### src/rtl/pwm_io_pkg.sv
// rtl/pwm_io_pkg.sv - shared types for the PWM IO expander serial front end
package pwm_io_pkg;

  typedef enum logic [1:0] {
    ST_IDLE = 2'd0,
    ST_ADDR = 2'd1,
    ST_DATA = 2'd2
  } seqState_t;

  localparam logic [1:0] INC_HOLD   = 2'b00;
  localparam logic [1:0] INC_LINEAR = 2'b01;
  localparam logic [1:0] INC_BLOCK  = 2'b10;
  localparam logic [1:0] INC_RANGE  = 2'b11;

endpackage

### src/rtl/address_step_unit.sv
// rtl/address_step_unit.sv - next register pointer for the selected increment mode
module address_step_unit
  import pwm_io_pkg::*;
#(
  parameter int AddressWidth = 8,
  parameter logic [AddressWidth-1:0] MaxAddress = 'h1F,
  parameter int BlockLog2 = 2
) (
  input  logic [1:0]              mode,
  input  logic [AddressWidth-1:0] pointer,
  input  logic [AddressWidth-1:0] rangeBase,
  output logic [AddressWidth-1:0] nextPointer
);

  localparam logic [AddressWidth-1:0] BlockMask =
    {{(AddressWidth-BlockLog2){1'b0}}, {BlockLog2{1'b1}}};

  logic [AddressWidth-1:0] incremented;

  assign incremented = pointer + 1'b1;

  always_comb begin
    nextPointer = pointer;
    case (mode)
      INC_HOLD:   nextPointer = pointer;
      INC_LINEAR: nextPointer = incremented;
      // only the in-block bits move, so the pointer cycles within its block
      INC_BLOCK:  nextPointer = (pointer & ~BlockMask) | (incremented & BlockMask);
      INC_RANGE:  nextPointer = (pointer == MaxAddress) ? rangeBase : incremented;
      default:    nextPointer = pointer;
    endcase
  end

endmodule

### src/rtl/reg_address_sequencer.sv
// rtl/reg_address_sequencer.sv - register pointer and write strobe for the serial slave front end
module reg_address_sequencer
  import pwm_io_pkg::*;
#(
  parameter int AddressWidth = 8,
  parameter int DataWidth = 8,
  parameter logic [AddressWidth-1:0] MaxAddress = 'h1F,
  parameter int BlockLog2 = 2
) (
  input  logic                    CLK,
  input  logic                    _RST,
  input  logic                    StartStrobe,
  input  logic                    StopStrobe,
  input  logic                    IsRead,
  input  logic                    ByteStrobe,
  input  logic [DataWidth-1:0]    ByteIn,
  input  logic [1:0]              IncMode,
  output logic [AddressWidth-1:0] AddressBus,
  output logic                    WriteEnable,
  output logic                    TransferActive,
  output logic                    OutOfRange
);

  seqState_t               state, stateNext;
  logic [AddressWidth-1:0] pointer, pointerNext;
  logic [AddressWidth-1:0] rangeBase, rangeBaseNext;
  logic [AddressWidth-1:0] steppedPointer;
  logic [1:0]              modeLatched, modeNext;
  logic                    readLatched, readNext;

  address_step_unit #(
    .AddressWidth(AddressWidth),
    .MaxAddress  (MaxAddress),
    .BlockLog2   (BlockLog2)
  ) stepUnit (
    .mode       (modeLatched),
    .pointer    (pointer),
    .rangeBase  (rangeBase),
    .nextPointer(steppedPointer)
  );

  always_ff @(posedge CLK or negedge _RST) begin
    if (!_RST) begin
      state       <= ST_IDLE;
      pointer     <= '0;
      rangeBase   <= '0;
      modeLatched <= INC_LINEAR;
      readLatched <= 1'b0;
    end else begin
      state       <= stateNext;
      pointer     <= pointerNext;
      rangeBase   <= rangeBaseNext;
      modeLatched <= modeNext;
      readLatched <= readNext;
    end
  end

  always_comb begin
    stateNext     = state;
    pointerNext   = pointer;
    rangeBaseNext = rangeBase;
    modeNext      = modeLatched;
    readNext      = readLatched;
    WriteEnable   = 1'b0;
    if (StartStrobe) begin
      // a start overrides any byte or stop arriving in the same cycle
      modeNext  = IncMode;
      readNext  = IsRead;
      stateNext = IsRead ? ST_DATA : ST_ADDR;
    end else begin
      if (ByteStrobe) begin
        case (state)
          ST_ADDR: begin
            pointerNext   = ByteIn[AddressWidth-1:0];
            rangeBaseNext = ByteIn[AddressWidth-1:0];
            stateNext     = ST_DATA;
          end
          ST_DATA: begin
            WriteEnable = !readLatched && !OutOfRange;
            pointerNext = steppedPointer;
          end
          default: ;
        endcase
      end
      if (StopStrobe) stateNext = ST_IDLE;
    end
  end

  assign AddressBus     = pointer;
  assign TransferActive = (state != ST_IDLE);
  assign OutOfRange     = (pointer > MaxAddress);

endmodule

### config.mk
export PLATFORM = sky130hd
export DESIGN_NAME = reg_address_sequencer
export DESIGN_NICKNAME = d
export VERILOG_FILES = /design/src/rtl/pwm_io_pkg.sv /design/src/rtl/address_step_unit.sv /design/src/rtl/reg_address_sequencer.sv
export SDC_FILE = /design/constraint.sdc
export NUM_CORES = 1
export LEC_CHECK = 0
export BUFFER_PORTS_ARGS = -buffer_cell sky130_fd_sc_hd__buf_4
export CAP_MARGIN = 15
export CORE_UTILIZATION = 58
export CTS_CLUSTER_SIZE = 10
export DETAILED_ROUTE_END_ITERATION = 8
export PLACE_DENSITY = 0.94
export SLEW_MARGIN = 20
export SYNTH_ARGS = -nofsm -noshare
export SYNTH_HDL_FRONTEND = slang
export SYNTH_HIERARCHICAL = 1
export SYNTH_SLANG_ARGS = --single-unit
### constraint.sdc
create_clock -name CLK -period 4.3 [get_ports CLK]
set_clock_uncertainty 0.15 [all_clocks]
set_input_delay 0.645 -clock CLK [delete_from_list [all_inputs] [get_ports CLK]]
set_output_delay 0.645 -clock CLK [all_outputs]
set_load 0.01 [all_outputs]
# [Yosys cells after proc, flatten, opt, wreduce, memory -nomap -nowiden]
# Index checks and enable logic that the tools add are counted.
[classes] n_addsub=1 mul=0 n_div=0 magnitude_cmp=1 n_eq_ne=7 shifts=0 n_mux=11 n_bitwise=2 reduce_logical=11
[ops] cell="$pmux 8 s3" count=1
[ops] cell="$pmux 8 s2" count=1
[ops] cell="$mux 2" count=5
[ops] cell="$add 8x1->8 const B" count=1
[ops] cell="$eq 8x5->1 const B" count=1
[ops] cell="$gt 8x5->1 const B" count=1
[ops] cell="$mux 8" count=1
[ops] cell="$or 8x2->8" count=1
[ops] cell="$eq 2x2->1 const B" count=3
[ops] cell="$reduce_bool 3->1" count=2
[ops] cell="$eq 2x1->1 const B" count=2
[ops] cell="$reduce_and 4->1" count=1
[ops] cell="$reduce_bool 2->1" count=2
[ops] cell="$mux 1" count=3
[ops] cell="$reduce_and 3->1" count=1
[ops] cell="$logic_not 1->1" count=2
[ops] cell="$logic_not 2->1" count=1
[ops] cell="$ne 2x2->1 const B" count=1
[ops] cell="$reduce_and 2->1" count=1
[ops] cell="$logic_and 1x1->1" count=1
[ops] cell="$not 1->1" count=1
[totals] register_bits=21 latch_bits=0 ramBits=0 mem_bits_ro=0 input_bits=16 output_inout_bits=11 wordCells=38 n_memories=0

# [Logic depth before layout (Yosys ltp)]
# Gate-level depths: netlist of run 1.
[depth] ltp_word=6 mapped_depth=7

# [Hierarchy]
# Netlist of run 1, hierarchy kept.
[modules_own_cells] mod="reg_address_sequencer" n_inst=1 cells_each=69 area_per_inst_um2=1028.5 seq_area_each_um2=526.8
[modules_own_cells] mod="address_step_unit" n_inst=1 cells_each=53 area_per_inst_um2=360.3 seq_area_each_um2=0.0

# [Least setup slack after synthesis of run 1]
# No wires, ideal clock.
[synth_timing] kind="flip-flop to flip-flop" startpoint="reg pointer[0], in the netlist AddressBus[0]" endpoint="reg pointer[5], in the netlist AddressBus[5]" setup_ns=0.125 arrival_time_ns=1.682 t_required_ns=4.025 slack_ns=2.343 stages_incl_launch_ff=7 path_cell_list="dfrtp_1 ha_1 and4bb_2 nand4_1 o311ai_0 mux2_2 mux2_4"
[synth_via] elab_chain_cells=4
[synth_rtl] element="start, declared" line="reg_address_sequencer.sv:25" source="logic [AddressWidth-1:0] pointer, pointerNext;"
[synth_rtl] element="start signal, assigned" line="reg_address_sequencer.sv:51" source="pointer <= pointerNext;"
[synth_rtl] element="$add 8x1->8 or $eq 8x5->1 (tied branches)" line="address_step_unit.sv:20, address_step_unit.sv:29"
[synth_rtl] element="$mux 8" line="address_step_unit.sv:29" source="INC_RANGE: nextPointer = (pointer == MaxAddress) ? rangeBase : incremented;"
[synth_rtl] element="$pmux 8 s3 (*)" line="address_step_unit.sv:24" source="case (mode)"
[synth_rtl] element="named net steppedPointer[5]" line="reg_address_sequencer.sv:27" source="logic [AddressWidth-1:0] steppedPointer;"
[synth_rtl] element="$pmux 8 s2 (*)" line="reg_address_sequencer.sv:72" source="case (state)"
# Mark *: on every way through the listed nets, which the timed path passes. The rest lies on a longest branch.
# A chain may end at the register's enable or synchronous reset.

# [Final worst setup path of run 1]
[layout_timing] startpoint="reg state[0]" endpoint="out WriteEnable"
[layout_via] elab_chain_cells=4
[layout_rtl] element="start, declared" line="reg_address_sequencer.sv:24" source="seqState_t state, stateNext;"
[layout_rtl] element="start signal, assigned" line="reg_address_sequencer.sv:50" source="state <= stateNext;"
[layout_rtl] element="$eq 2x2->1" line="reg_address_sequencer.sv:72"
[layout_rtl] element="$mux 1" line="reg_address_sequencer.sv:72"
[layout_rtl] element="$mux 1" line="reg_address_sequencer.sv:71" source="if (ByteStrobe) begin"
[layout_rtl] element="$mux 1" line="reg_address_sequencer.sv:65" source="if (StartStrobe) begin"
[layout_rtl] element="end, declared" line="reg_address_sequencer.sv:19" source="output logic WriteEnable,"
# Every way passes these cells.

==> impl_metrics.env, run 1 <==
export IMPL_cts_made_buffers=3
export IMPL_grt_max_degree=22
export IMPL_rr_worst_depth=5
export IMPL_detail_route_vias_per_cell=6.425
export IMPL_hold_viol=0
export IMPL_path_buf_inv=2
export IMPL_fin_setup_tns_ps=0
export IMPL_drc=0
export IMPL_switchingPower_uw=299.0
export IMPL_dpl_hpwl_um=2076
export IMPL_die_h_um=50.94
export IMPL_syn2layout_area_growth_pct=14.59
export IMPL_max_freq_ghz=0.4139
export IMPL_synth_edff_count=0
export IMPL_path_cells="inv_1 > ha_1 > nand4bb_2 > nor2_1 > buf_4"
export IMPL_leakage_uw=0.0007087
export IMPL_endpoint_kind="output pin"
export IMPL_drtIter0Drc=59
export IMPL_postPlaceCellArea_um2=1564
export IMPL_post_route_min_period_ps=2416
export IMPL_grt_pass1_wl_um=4954
export IMPL_cts_tree="done"
export IMPL_grt_antenna_before_repair=0
export IMPL_layout_cell_area_non_filler_um2=1592
export IMPL_diodes=0
export IMPL_grt_pass1_vias=1084
export IMPL_first_pass_iters=4
export IMPL_dieArea_um2=2594
export IMPL_drive_above_1_share_pct=43.15
export IMPL_p_seq_share_pct=44.8
export IMPL_ys_flop_type="dfrtp_1"
export IMPL_synth_avg_cell_area_um2=11.38
export IMPL_slowest_delay_ps=440
export IMPL_gp_congestion=0.9186
export IMPL_worstSetupStartpointType="flop"
export IMPL_switching_share_pct=38.47
export IMPL_routedWlPerCell_um=16.89
export IMPL_hold_buffers=0
export IMPL_r2r_slack_ps=2190
export IMPL_h_tree_depth=1
export IMPL_regToRegEndpoint="AddressBus[7]"
export IMPL_cts_repair_timing_setup_buffer_count=0
export IMPL_nets=167
export IMPL_holdWs_ps=34.02
export IMPL_clock_latency_ps=310
export IMPL_crit_required_ps=3500
export IMPL_syn_nets=142
export IMPL_max_slew_margin_rel_pct=62.31
export IMPL_syn_inst=122
export IMPL_tightestPinTransition_ps=565.3
export IMPL_clkTransAtPathRegs_ps=130
export IMPL_clock_sinks=21
export IMPL_rsz0062_at_grt="no"
export IMPL_ys_types=41
export IMPL_n_fill_cell=172
export IMPL_syn_area_um2=1389
export IMPL_ys_warn_count=6
export IMPL_comb_power_share_pct=42.1
export IMPL_clk_path_buf_depth=2
export IMPL_core_area_um2=2233
export IMPL_yosys_register_bits=21
export IMPL_crit_type="flop to output pin"
export IMPL_crit_family="adder cells"
export IMPL_grt_ovfl_total=0
export IMPL_io_pin_count=27
export IMPL_ctsResizeCount=0
export IMPL_start_util_pct=62.18
export IMPL_postRouteAntennaNets=0
export IMPL_wirelength_um=2938
export IMPL_numPortBuffers=26
export IMPL_fin_crit_sh_pct=56.18
export IMPL_setup_viol=0
export IMPL_async_reset_ff_share_pct=100.0
export IMPL_hold_path_class="input pin to asynchronous set/reset pin"
export IMPL_grt_util_all_layers_pct=25.54
export IMPL_total_power_uw=777.3
export IMPL_crit_fanout=9
export IMPL_irDropWorstVdd_uv=304.3
export IMPL_clock_power_share_pct=13.1
export IMPL_die_width_um=50.94
export IMPL_row_count=17
export IMPL_cts_root_buf="clkbuf_4"
export IMPL_crit_arrival_ps=1620
export IMPL_r2r_start="AddressBus[3]"
export IMPL_yosysSeqAreaShare_pct=37.93
export IMPL_status="finished, final reports clean"
export IMPL_p_int_uw=478.3
export IMPL_crit_slowest_cell="ha_1"
export IMPL_vias=1118
export IMPL_max_cap_violations=0
export IMPL_slew_viol_final=0
export IMPL_power_density_nw_per_um2=488.4
==> kinds of logic after synthesis <==
family / synth area share, %
buffers and inverters: 5.856
flip-flops: 37.93
XOR/XNOR: 0.6307
AND/OR/NAND/NOR: 18.47
AO/OA/AOI/OAI: 10.27
multiplexers: 23.24
adder cells (fa/ha/maj): 3.604
==> Yosys cell counts, types with 2 or more instances <==
master	instances	area (um2)
dfrtp_1	20	500.5
mux2_2	18	202.7
mux2_4	8	120.1
nand3_1	8	40.04
inv_1	7	26.28
a21oi_1	5	25.02
nor2_1	5	18.77
buf_6	4	45.04
ha_1	4	50.05
nand4_1	4	25.02
o21ai_0	3	15.01
a211oi_1	2	15.01
a31oi_1	2	12.51
and4b_1	2	20.02
buf_2	2	10.01
nand2_1	2	7.510
or3_1	2	12.51
==> state kept, by name, indices dropped and copies added (netlist names) <==
| register | cells |
|---|---|
| AddressBus | 8 |
| rangeBase | 8 |
| modeLatched | 2 |
| state | 2 |
| readLatched | 1 |
==> through the flow <==
stage / setup WS [ps] / std cells / utilization (%)
floorplan: 2343 / 122 / -
global placement: 2258 / 170 / 70.03
detailed placement: 2215 / 170 / 70.03
CTS: 1858 / 174 / 71.26
global route: 1758 / 174 / 71.26
finish: 1884 / 174 / 71.26
==> final cells by class <==
class                           instances  area [um2]  area share, %
Multi-Input combinational cell         88       780.7          49.06
Sequential cell                        21       526.8          33.10
Timing Repair Buffer                   26       195.2          12.26
Tap cell                               28       35.03          2.201
Inverter                                7       26.28          1.651
Clock buffer                            3       22.52          1.415
Clock inverter                          1       5.005         0.3145
==> layer usage <==
layer | global-route usage (%) | vias up | part of all wire, %
met3 | 3.571 | 2 | 6.8
li1 | - | 510 | -
met5 | 0 | - | 0
met1 | 35.00 | 554 | 43
met4 | 6.944 | 0 | 0.65
met2 | 42.11 | 52 | 49
==> how the worst max path moves through the flow <==
stage                               end  depth (start not counted)  slack [ps]     startpoint
after floorplan           AddressBus[5]                          6        2340  AddressBus[0]
after global placement      WriteEnable                          5        2260       state[0]
after detailed placement    WriteEnable                          5        2220       state[0]
after CTS                   WriteEnable                          5        1860       state[0]
after global routing        WriteEnable                          5        1760       state[0]
final                       WriteEnable                          5        1880       state[0]
==> power groups by stage <==
stage / logic, uW / clock network, uW / registers (uW)
after floorplan: 226 / 0 / 331
after global placement: 309 / 0 / 343
after detailed placement: 322 / 0 / 349
after CTS: 325 / 103 / 345
after global routing: 355 / 109 / 360
final: 327 / 102 / 349
==> layout by cell type, fill, tap and decap left out, types with 3 or more instances in the layout <==
master	count
mux2_4	8
inv_1	7
nand3_1	8
o21ai_0	3
nor2_1	5
dfrtp_1	20
mux2_2	18
ha_1	4
buf_4	26
nand4_1	4
a21oi_1	5
clkbuf_4	3
(Power assumes the default switching activity.)
==> inputs of run 2 (changes only) <==
--- a/config.mk
+++ b/config.mk
@@ -5,12 +5,13 @@
 export SDC_FILE = /design/constraint.sdc
 export NUM_CORES = 1
 export LEC_CHECK = 0
+export ABC_AREA = 1
 export BUFFER_PORTS_ARGS = -buffer_cell sky130_fd_sc_hd__buf_4
 export CAP_MARGIN = 15
-export CORE_UTILIZATION = 58
+export CORE_UTILIZATION = 55
 export CTS_CLUSTER_SIZE = 10
 export DETAILED_ROUTE_END_ITERATION = 8
-export PLACE_DENSITY = 0.94
+export PLACE_DENSITY = 0.9
 export SLEW_MARGIN = 20
 export SYNTH_ARGS = -nofsm -noshare
 export SYNTH_HDL_FRONTEND = slang
==> constraint.sdc (replaced) <==
create_clock -name CLK -period 2.3 [get_ports CLK]
set_clock_uncertainty 0.15 [all_clocks]
set_input_delay 0.345 -clock CLK [delete_from_list [all_inputs] [get_ports CLK]]
set_output_delay 0.345 -clock CLK [all_outputs]
set_load 0.01 [all_outputs]
==> impl_metrics.env, run 2 <==
export IMPL_nets=248
export IMPL_status="finished, final reports clean"
export IMPL_postPlaceCellArea_um2=1623
export IMPL_routedWlPerCell_um=12.35
export IMPL_crit_required_ps=1800
export IMPL_instances_no_fill=257
export IMPL_die_width_um=53.02
export IMPL_max_freq_ghz=0.4738
export IMPL_crit_arrival_ps=1620
export IMPL_tightestPinTransition_ps=442.6
export IMPL_drc=0
export IMPL_first_pass_iters=4
export IMPL_leakage_uw=0.0008995
export IMPL_fin_setup_tns_ps=0
export IMPL_row_count=18
export IMPL_grt_busiest_layer="met2"
export IMPL_gr_usage_met3_pct=3.161
export IMPL_yosysSeqAreaShare_pct=36.80
export IMPL_power_density_nw_per_um2=749.7
export IMPL_grt_max_degree=22
export IMPL_yosysTopAreaCellShare_pct=34.97
export IMPL_path_cells="inv_1 > ha_1 > nand4_1 > nor2_1 > buf_4"
export IMPL_ys_flop_type="dfrtp_1"
export IMPL_ctsResizeCount=0
export IMPL_final_common_cell="nand2_1"
export IMPL_syn2layout_area_growth_pct=15.91
export IMPL_cts_repair_timing_setup_buffer_count=0
export IMPL_max_slew_margin_rel_pct=70.46
export IMPL_endpoint_kind="output pin"
export IMPL_n_fill_cell=217
export IMPL_clk_path_buf_depth=2
export IMPL_hold_path_class="input pin to flop"
export IMPL_slowest_delay_ps=420
export IMPL_synth_avg_cell_area_um2=7.157
export IMPL_dpl_hpwl_um=2370
export IMPL_dieArea_um2=2811
export IMPL_die_h_um=53.02
export IMPL_grtUsageMet1_pct=36.96
export IMPL_h_tree_depth=1
export IMPL_synth_area_top_cells="dfrtp_1, nand2_1, inv_1"
export IMPL_clkTransAtPathRegs_ps=120
export IMPL_clock_sinks=21
export IMPL_gr_usage_met2_pct=42.62
export IMPL_grt_pass1_wl_um=5313
export IMPL_syn_nets=220
export IMPL_cts_root_buf="clkbuf_4"
export IMPL_max_cap_violations=0
export IMPL_slew_viol_final=0
export IMPL_irDropWorstVdd_uv=474.4
export IMPL_worst_slack_ps=189.3
export IMPL_async_reset_ff_share_pct=100.0
export IMPL_layout_common_cells="nand2_1, inv_1, buf_4"
export IMPL_crit_fanout=10
export IMPL_synth_common_cells="nand2_1, inv_1, dfrtp_1"
export IMPL_diodes=0
export IMPL_grt_util_all_layers_pct=26.33
export IMPL_detail_route_vias_per_cell=5.292
export IMPL_crit_type="flop to output pin"
export IMPL_core_area_um2=2477
export IMPL_syn_area_um2=1431
export IMPL_synth_top_area_cell="dfrtp_1"
export IMPL_grt_pass1_vias=1195
export IMPL_cts_made_buffers=3
export IMPL_layout_cell_area_non_filler_um2=1659
export IMPL_drtIter0Drc=29
export IMPL_dp_slack_ps=298.1
export IMPL_ys_warn_count=6
export IMPL_crit_slowest_cell="dfrtp_1"
export IMPL_wirelength_um=3173
export IMPL_post_route_min_period_ps=2111
export IMPL_rsz0062_at_grt="no"
export IMPL_hold_viol=0
export IMPL_start_util_pct=57.78
export IMPL_synth_edff_count=0
export IMPL_numPortBuffers=26
export IMPL_clock_latency_ps=300
export IMPL_yosys_register_bits=21
export IMPL_vias=1360
export IMPL_cts_tree="done"
export IMPL_setup_viol=0
export IMPL_synth_most_common_cell="nand2_1"
export IMPL_fin_crit_sh_pct=91.77
export IMPL_drive_above_1_share_pct=21.15
export IMPL_ys_types=25
export IMPL_hold_buffers=1
export IMPL_dp_cells=252
export IMPL_syn_inst=200
export IMPL_grt_ovfl_total=0
export IMPL_gp_congestion=0.9344
export IMPL_io_pin_count=27
export IMPL_postRouteAntennaNets=0
export IMPL_worstSetupStartpointType="flop"
export IMPL_grt_antenna_before_repair=0
run 2: cell count changes after synthesis, moves of 3 or more:
cell / previous run / this run
nand2_1: 2 / 81
inv_1: 7 / 27
o21ai_2: 0 / 8
buf_6: 4 / 1
o21ai_0: 3 / 6
mux2_4: 8 / 0
nand4_1: 4 / 11
mux2_2: 18 / 0
a21oi_1: 5 / 1
nor2_1: 5 / 9
nand3_1: 8 / 12
run 2: logic make-up after synthesis:
| logic type | synth area share, % |
|---|---|
| xor+xnor | 1.224 |
| fa+ha+maj | 3.497 |
| compound gates | 8.916 |
| flops | 36.80 |
| simple gates | 39.16 |
| buf+inv | 10.40 |
run 2: metrics by stage:
stage / power, uW / hold slack (ps) / utilization, %
final: 1244 / 90.05 / 66.97
after global routing: 1344 / 96.55 / 66.97
after CTS: 1247 / 90.86 / 66.97
after detailed placement: 1067 / 98.69 / 65.51
after global placement: 1054 / 94.07 / 65.51
after floorplan: 873.9 / -100.6 / -
run 2: path summary, 6_finish.rpt:
check                      cells past startpoint           from  slack, ps             end
setup / recovery                               5       state[0]        190     WriteEnable
hold / removal                                 3     IncMode[1]         90  modeLatched[1]
setup reg to reg                              12  AddressBus[0]        220   AddressBus[6]
hold reg to reg                                2   rangeBase[4]        350    rangeBase[4]
max in group asynchronous                      2           _RST       1430  modeLatched[0]
min in group asynchronous                      2           _RST        290        state[1]
run 2: routing by layer:
layer | up-vias | share of wire (%)
li1 | 688 | -
met1 | 625 | 46
met2 | 43 | 47
met3 | 4 | 5.6
met4 | 0 | 0.85
met5 | - | 0
run 2: critical path, delay by kind of cell (launching register included):
kind	cells	cell delay, ps
simple gates	2	260
fa+ha+maj	1	420
flops	1	420
buf+inv	2	230
run 2: final cells by class:
type,instances,area [um2],share of cell area (%)
Inverter,28,107.6,6.486
Tap cell,30,37.54,2.262
Sequential cell,21,526.8,31.75
Multi-Input combinational cell,147,755.7,45.55
Clock buffer,4,26.28,1.584
Timing Repair Buffer,27,205.2,12.37
run 2: report_power, final:
group	total, uW	internal [uW]	switching [uW]
registers	577	459	118
logic	486	223	264
clock network	180	67.5	113
total	1240	749	495
